File: src/rtl/mag_peak_search.sv
// Timing peak search: accumulates NSYM windows of WIN_LEN magnitude samples per position
// and reports the earliest position holding the largest accumulated magnitude.
module mag_peak_search #(
    parameter int WIN_LEN = 64,
    parameter int NSYM    = 4,
    parameter int MAG_W   = 16,
    parameter int IDX_W   = $clog2(WIN_LEN),
    parameter int ACC_W   = MAG_W + $clog2(NSYM)
) (
    input  logic             clk,
    input  logic             rst,
    input  logic             start,
    input  logic             mag_valid,
    input  logic [MAG_W-1:0] mag_in,
    input  logic [ACC_W-1:0] thresh,
    output logic             busy,
    output logic             peak_valid,
    output logic             peak_found,
    output logic [IDX_W-1:0] peak_idx,
    output logic [ACC_W-1:0] peak_acc
);

    localparam int WIN_W      = (NSYM > 1) ? $clog2(NSYM) : 1;
    localparam int POS_LAST_I = WIN_LEN - 1;
    localparam int WIN_LAST_I = (NSYM > 1) ? NSYM - 2 : 0;
    localparam logic [IDX_W-1:0] POS_LAST = POS_LAST_I[IDX_W-1:0];
    localparam logic [WIN_W-1:0] WIN_LAST = WIN_LAST_I[WIN_W-1:0];

    typedef enum logic [1:0] {
        ST_IDLE   = 2'd0,
        ST_ACC    = 2'd1,
        ST_LAST   = 2'd2,
        ST_REPORT = 2'd3
    } state_t;

    // With a single window the first pass is already the deciding one.
    localparam state_t ST_ARM = (NSYM > 1) ? ST_ACC : ST_LAST;

    state_t           state_r;
    state_t           state_next;
    logic             clear_s;
    logic             acc_step_s;
    logic             last_step_s;

    logic [ACC_W-1:0] acc_r [WIN_LEN];
    logic [IDX_W-1:0] pos_r;
    logic [WIN_W-1:0] win_r;
    logic [ACC_W-1:0] max_acc_r;
    logic [IDX_W-1:0] max_idx_r;
    logic [ACC_W-1:0] thr_r;

    logic [ACC_W-1:0] sum_s;
    logic             take_s;

    assign sum_s  = acc_r[pos_r] + ACC_W'(mag_in);
    // Position 0 always seeds the running max; strict compare keeps the earliest index on ties.
    assign take_s = (pos_r == {IDX_W{1'b0}}) || (sum_s > max_acc_r);

    // State register.
    always_ff @(posedge clk) begin
        if (rst) begin
            state_r <= ST_IDLE;
        end else begin
            state_r <= state_next;
        end
    end

    // Next-state decode and datapath strobes; start takes priority over any sample.
    always_comb begin
        state_next  = state_r;
        clear_s     = 1'b0;
        acc_step_s  = 1'b0;
        last_step_s = 1'b0;
        case (state_r)
            ST_IDLE: begin
                if (start) begin
                    clear_s    = 1'b1;
                    state_next = ST_ARM;
                end else begin
                    state_next = ST_IDLE;
                end
            end
            ST_ACC: begin
                if (start) begin
                    clear_s    = 1'b1;
                    state_next = ST_ARM;
                end else if (mag_valid) begin
                    acc_step_s = 1'b1;
                    if ((pos_r == POS_LAST) && (win_r == WIN_LAST)) begin
                        state_next = ST_LAST;
                    end else begin
                        state_next = ST_ACC;
                    end
                end else begin
                    state_next = ST_ACC;
                end
            end
            ST_LAST: begin
                if (start) begin
                    clear_s    = 1'b1;
                    state_next = ST_ARM;
                end else if (mag_valid) begin
                    last_step_s = 1'b1;
                    if (pos_r == POS_LAST) begin
                        state_next = ST_REPORT;
                    end else begin
                        state_next = ST_LAST;
                    end
                end else begin
                    state_next = ST_LAST;
                end
            end
            ST_REPORT: begin
                if (start) begin
                    clear_s    = 1'b1;
                    state_next = ST_ARM;
                end else begin
                    state_next = ST_IDLE;
                end
            end
            default: begin
                state_next = ST_IDLE;
            end
        endcase
    end

    // Accumulator array, position/window counters, running max and latched threshold.
    always_ff @(posedge clk) begin
        if (rst || clear_s) begin
            for (int i = 0; i < WIN_LEN; i++) begin
                acc_r[i] <= {ACC_W{1'b0}};
            end
            pos_r     <= {IDX_W{1'b0}};
            win_r     <= {WIN_W{1'b0}};
            max_acc_r <= {ACC_W{1'b0}};
            max_idx_r <= {IDX_W{1'b0}};
            thr_r     <= rst ? {ACC_W{1'b0}} : thresh;
        end else if (acc_step_s) begin
            acc_r[pos_r] <= sum_s;
            pos_r        <= pos_r + IDX_W'(1);
            if (pos_r == POS_LAST) begin
                win_r <= win_r + WIN_W'(1);
            end else begin
                win_r <= win_r;
            end
        end else if (last_step_s) begin
            pos_r <= pos_r + IDX_W'(1);
            if (take_s) begin
                max_acc_r <= sum_s;
                max_idx_r <= pos_r;
            end else begin
                max_acc_r <= max_acc_r;
                max_idx_r <= max_idx_r;
            end
        end else begin
            pos_r <= pos_r;
        end
    end

    // Registered status: busy mirrors the upcoming state, results load while in REPORT.
    always_ff @(posedge clk) begin
        if (rst) begin
            busy       <= 1'b0;
            peak_valid <= 1'b0;
            peak_found <= 1'b0;
            peak_idx   <= {IDX_W{1'b0}};
            peak_acc   <= {ACC_W{1'b0}};
        end else begin
            busy <= (state_next == ST_ACC) || (state_next == ST_LAST);
            if (state_r == ST_REPORT) begin
                peak_valid <= 1'b1;
                peak_idx   <= max_idx_r;
                peak_acc   <= max_acc_r;
                peak_found <= (max_acc_r >= thr_r);
            end else begin
                peak_valid <= 1'b0;
            end
        end
    end

endmodule
File: config.mk
export PLATFORM = sky130hd
export DESIGN_NAME = mag_peak_search
export DESIGN_NICKNAME = d
export VERILOG_FILES = /design/src/rtl/mag_peak_search.sv
export SDC_FILE = /design/constraint.sdc
export NUM_CORES = 2
export LEC_CHECK = 0
export ABC_CLOCK_PERIOD_IN_PS = 6910
export CORE_AREA = 3 3 337 472
export CTS_BUF_LIST = sky130_fd_sc_hd__clkbuf_4 sky130_fd_sc_hd__clkbuf_8
export DETAILED_ROUTE_END_ITERATION = 6
export DIE_AREA = 0 0 340 475
export GPL_ROUTABILITY_DRIVEN = 1
export HOLD_SLACK_MARGIN = 0.05
export SLEW_MARGIN = 10
export SYNTH_ARGS = -nofsm -noshare
export SYNTH_HDL_FRONTEND = slang
export SYNTH_SLANG_ARGS = --single-unit
File: constraint.sdc
create_clock -name clk -period 6.91 [get_ports clk]
set_input_delay 0.691 -clock clk [delete_from_list [all_inputs] [get_ports clk]]
set_output_delay 0.691 -clock clk [all_outputs]
set_load 0.01 [all_outputs]
## After elaboration in Yosys (flattened, before gate mapping)

Memory sizes are Yosys's and may differ from the RTL's. A register that Yosys moved wholly into a read port is not among the register bits.
Index checks and enable logic that the tools add are counted.

| cells by class | value |
|---|---|
| $add $sub $neg | 3 |
| $lt $le $gt $ge | 2 |
| equal/unequal tests | 7 |
| mux-type cells | 27 |
| bitwise logic cells | 1 |
| reductions and logical operators | 12 |

Operator list:

| kind | count |
|---|---|
| $mux W6 | 5 |
| $add A18 B16 Y18 | 1 |
| $ge A18 B18 Y1 | 1 |
| $gt A18 B18 Y1 | 1 |
| $mux W18 | 1 |
| $reduce_or A18 Y1 | 1 |
| $mux W1 | 15 |
| $mux W2 | 5 |
| $eq A2 B2 Y1 const B | 4 |
| $add A6 B1 Y6 const B | 1 |
| $eq A6 B6 Y1 const B | 1 |
| $logic_not A6 Y1 | 1 |
| $pmux W2 S3 | 1 |
| $eq A2 B1 Y1 const B | 2 |
| $reduce_or A4 Y1 | 1 |
| $logic_or A1 B1 Y1 | 3 |
| $reduce_and A3 Y1 | 1 |
| $add A2 B1 Y2 const B | 1 |
| $logic_not A2 Y1 | 1 |
| $reduce_and A2 Y1 | 1 |
| $reduce_bool A2 Y1 | 1 |
| $reduce_or A2 Y1 | 1 |
| $logic_and A1 B1 Y1 | 1 |
| $not A1 Y1 | 1 |

| word-level totals | value |
|---|---|
| register bits after elaboration | 79 |
| bits in writable memories | 1,152 |
| bits of input ports | 38 |
| word-level logic and storage cells | 64 |
| memories kept | 1 |

Memory list:

| memory | depth | width | read ports | clocked after Yosys merged registers in | wr ports | RTL line | source |
|---|---|---|---|---|---|---|---|
| acc_r | 64 | 18 | 1 | 1 | 64 | 45 | `logic [ACC_W-1:0] acc_r [WIN_LEN];` |

## Depth between registers and ports, before layout

| logic depth | value |
|---|---|
| depth in word-level cells | 8 |
| depth in mapped cells | 30 |
| mapped depth without buffers | 21 |

## Worst setup path before layout

OpenSTA, ideal clock, no wires.

| timing path | value |
|---|---|
| path kind | flip-flop to flip-flop |
| from | reg with a tool-made name |
| to | reg max_acc_r[13] |
| arrival time | 6.857 ns |
| path slack | -0.104 ns |
| cell stages (with the launch flop) | 30 |
| period minus slack after synthesis | 7.014 ns |
| path through | dfxtp_1 buf_4 buf_4 buf_4 clkbuf_1 buf_1 mux4_2 mux4_2 mux4_2 ha_1 fa_1 a211oi_1 o21ai_1 a211oi_1 o21ai_1 and2_1 a221oi_1 xor2_1 buf_2 buf_2 inv_2 ha_1 a2111oi_0 o21ai_0 a21o_1 and2_1 buf_2 buf_2 a21oi_1 nor2_1 |

RTL lines:

| item | RTL line | source |
|---|---|---|
| end signal: assignment | 135 | `max_acc_r <= {ACC_W{1'b0}};` |
| end signal: assignment | 149 | `max_acc_r <= sum_s;` |
| end signal: assignment | 152 | `max_acc_r <= max_acc_r;` |
| end: declaration | 48 | `logic [ACC_W-1:0] max_acc_r;` |

==> metrics.md <==
| Metric | Value |
|---|---|
| Leakage | `roughly 23 nW` |
| Die area | `between 150000 and 200000 um^2` |
| Area contributors post-synth | `edfxtp_1 65%, mux4_2 15%, nor2_1 8.5%, dfxtp_1 2.5%, ha_1 1.4%` |
| Vias/cell | `approximately 5.3` |
| Antenna violations before repair | `11` |
| Sequential Area | `between 30000 and 40000 um^2` |
| RSZ-0062 raised after global routing | `no` |
| Yosys cell types | `50` |
| Routed wire length | `between 150 and 200 mm` |
| Clock slew at reported path FFs | `around 60 ps` |
| Placed Cells | `~5.7k` |
| Setup TNS | `0 ps` |
| Final-layout fill cell count | `~14k` |
| CTS H-tree depth | `4` |
| Placement Cell Area | `57900 um^2` |
| Synth Warn # | `0` |
| Die W | `roughly 340 um` |
| DR DRC count | `0` |
| TritonCTS Buffers | `around 180` |
| FF+latch count, synth | `1237` |
| Pwr Density | `261 nW/um^2` |
| Clock Latency Late Sink | `approximately 930 ps` |
| Routability cong. | `a little under 0.9` |
| Post-Syn Area | `approximately 54000 um^2` |
| Period utilization | `94.3%` |
| 1st-pass router iterations | `7` |
| Largest net degree at the start of global routing | `66` |
| Mean post-synth cell area | `14.7 um^2` |
| CTS tree | `yes` |
| Die Y | `475 um` |
| CTS Hold Buffers Added | `0` |
| Achievable Freq | `around 150 MHz` |
| Post-synth top flop | `edfxtp_1` |
| Max_cap viols | `0` |
| Number of global-route vias before repair | `between 30k and 40k` |
| Worst slew pin tran | `between 1000 and 1500 ps` |
| Seq/Total Area, Yosys | `67.4%` |
| Bufs on Longest Clock Path | `3` |
| Syn-to-layout area delta | `14.0%` |
| Setup repair bufs after CTS | `0` |
| CP max FO | `28` |
| Number of DRC violations after detailed-routing iteration 0 | `3309` |
| Worst setup SP type | `flop` |
| Critical Path End Type | `flop` |
| Final setup viols | `0` |
| CTS Root Cell | `clkbuf_8` |
| # IOs | `65` |
| Total via count in the routed design | `~32k` |
| Synth async-reset ratio | `0%` |
| Setup Crit Path Kind | `reg -> reg` |
| Post-synth top area share | `between 60% and 70%` |
| Tot GR Track Use | `roughly a fifth` |
| Total gr overflow | `0` |
| Hpwl dp | `roughly 110 mm` |
| Layout Cells excl Fill | `6039` |
| Post-route ant nets | `0` |
| Crit path DAT | `~7300 ps` |
| Final min period | `roughly 6500 ps` |
| Total core area | `~160000 um^2` |
| Peak VDD IR | `192 uV` |
| Type of the tightest min-delay check | `in -> reg` |
| EDFF count, synth | `around 1.2k` |
| Final instance area | `just over 60000 um^2` |
| Layout cell share with drive strength beyond 1 | `about 23%` |
| WL/cell | `approximately 27 um` |
| Final Hold Fails | `0` |
| Buffers on Ports | `64` |
| Status | `completed` |
| Crit path required time | `7650 ps` |
| Final max-slew violation count | `0` |
| First-pass GRT wire length | `234 mm` |
| Clock sink count | `1237` |
| Multi-input logic area | `16300 um^2` |
| Worst slew margin | `26.8%` |
| Syn Inst Count | `~3.7k` |
| Area leader, netlist | `edfxtp_1` |
| Starting Density | `approximately a third` |
| Fin nets | `approximately 3.9k` |
| Setup Skew | `approximately 56 ps` |
| Num rows | `around 170` |
| Synthesized Nets | `between 3k and 4k` |
==> metrics by stage <==
| stage | setup WS (ps) | power (mW) | hold slack [ps] | utilization [%] |
|---|---|---|---|---|
| 3_5_place_dp | 286 | 10.2 | 486 | 37.3 |
| 4_1_cts | 303 | 16.2 | 149 | 39.7 |
| 3_3_place_gp | 254 | 10.2 | 479 | 37.3 |
| 6_report | 394 | 16.1 | 222 | 39.7 |
| 2_1_floorplan | 22.6 | 9.50 | 460 | - |
| 5_1_grt | 4.08 | 16.6 | 206 | 39.7 |
==> power by group <==
group          total (mW)  switching, mW  internal, mW  leakage, nW
logic                1.41           1.06         0.342         7.28
clock network        6.08           2.90          3.18         1.94
registers            8.62         0.0941          8.52         13.3
total                16.1           4.05          12.0         22.5
==> final cells by class <==
class / instances / area share [%]
sequential: 1237 / 59.2
multi-input combinational: 2061 / 26.4
clock buffer: 252 / 5.04
tap: 2076 / 4.21
timing repair buffer: 262 / 3.80
clock inverter: 78 / 0.946
inverter: 65 / 0.396
antenna: 8 / 0.0325
==> worst max-delay path: stages (launching register included) <==
cell and delay, ps:
dfxtp_4 390, buf_12 220, buf_12 240, mux4_2 550, mux4_2 590, mux4_2 520
fa_1 470, a211oi_2 290, o21ai_1 170, a211oi_2 240, buf_4 170, o21ai_1 130
and2_1 220, a221oi_1 250, buf_4 190, xor2_4 160, inv_2 50, ha_1 280
a2111oi_0 320, o21ai_0 150, a21o_1 180, and2_1 180, buf_12 170, o21ai_0 140
a21oi_1 50
==> Yosys cell counts (2+ instances only) <==
master / instances
and2_1: 5
buf_1: 65
a31o_2: 2
and3_1: 3
nor3_2: 3
nand2_1: 147
xor2_1: 11
ha_1: 59
buf_6: 5
nand3_1: 8
nor3_1: 5
nor3b_1: 5
a21o_1: 16
inv_1: 63
xnor2_1: 11
o21ai_0: 15
a211oi_1: 7
a31oi_1: 4
and3b_1: 3
nand4_1: 5
edfxtp_1: 1170
nand2b_1: 3
mux2i_1: 36
nor2_1: 1223
a22oi_1: 12
a21oi_1: 54
dfxtp_1: 67
o21ai_1: 3
mux4_2: 368
or3_1: 4
buf_2: 22
o21bai_1: 3
buf_4: 23
inv_2: 2
o22ai_1: 2
nor2b_1: 25
o21a_1: 6
a2111oi_0: 4
clkbuf_1: 193
==> routing by layer <==
| layer | track usage (%) | wire, um | vias to the layer above |
|---|---|---|---|
| met4 | 10.6 | 8580 | 8 |
| li1 | - | - | 13700 |
| met3 | 4.70 | 12700 | 326 |
| met1 | 23.9 | 58900 | 16700 |
| met5 | 0 | 53 | - |
| met2 | 33.8 | 81600 | 1447 |
==> cell usage in the layout (no fill, tap or decap), types with 6 or more instances in the layout <==
master,instances
nor2_1,1222
edfxtp_1,1170
mux4_2,368
clkbuf_8,194
buf_4,179
nand2_1,147
clkdlybuf4s50_1,63
dfxtp_1,62
inv_1,61
ha_1,58
clkbuf_4,58
a21oi_1,54
clkinv_1,39
mux2i_1,36
nor2b_1,25
clkinv_2,18
buf_12,17
a21o_1,16
o21ai_0,13
a22oi_1,12
diode_2,8
nand3_1,8
xnor2_2,8
xor2_4,8
bufinv_16,7
o21a_1,6
==> path summary, 6_finish.rpt <==
path | start | end | slack (ps) | cells past startpoint
worst min-delay path | rst | state_r[0] | 220 | 3
worst max-delay path | flop | max_acc_r[17] | 390 | 24
worst min register to register | peak_acc[7] | peak_acc[7] | 490 | 2
worst max register to register | flop | max_acc_r[17] | 390 | 24
==> kinds of logic (layout without fill, tap and decap cells) <==
kind of cell	count (synthesis)	in the layout	share of synthesized area, %
adder cells (fa/ha/maj)	60	60	1.40
flip-flops	1237	1237	67.4
AND/OR/NAND/NOR	1441	1441	10.3
other	0	8	0
multiplexers	404	404	16.0
AO/OA/AOI/OAI	134	134	1.54
buffers and inverters	375	657	2.93
XOR/XNOR	22	22	0.356
==> repair_timing <==
item,CTS,global route
hold endpoints to repair,0,0
gates resized for setup,0,6
endpoints found under the setup margin,0,24
==> sequential cells by signal, indices dropped and copies added (netlist names), 2 cells and up, named ones only <==
signal     flops
acc_r       1152
state_r        2
win_r          2
thr_r         18
max_acc_r     18
peak_acc      18
max_idx_r      6
peak_idx       6
pos_r          6
No activity file was read; power rests on OpenSTA's default activity.
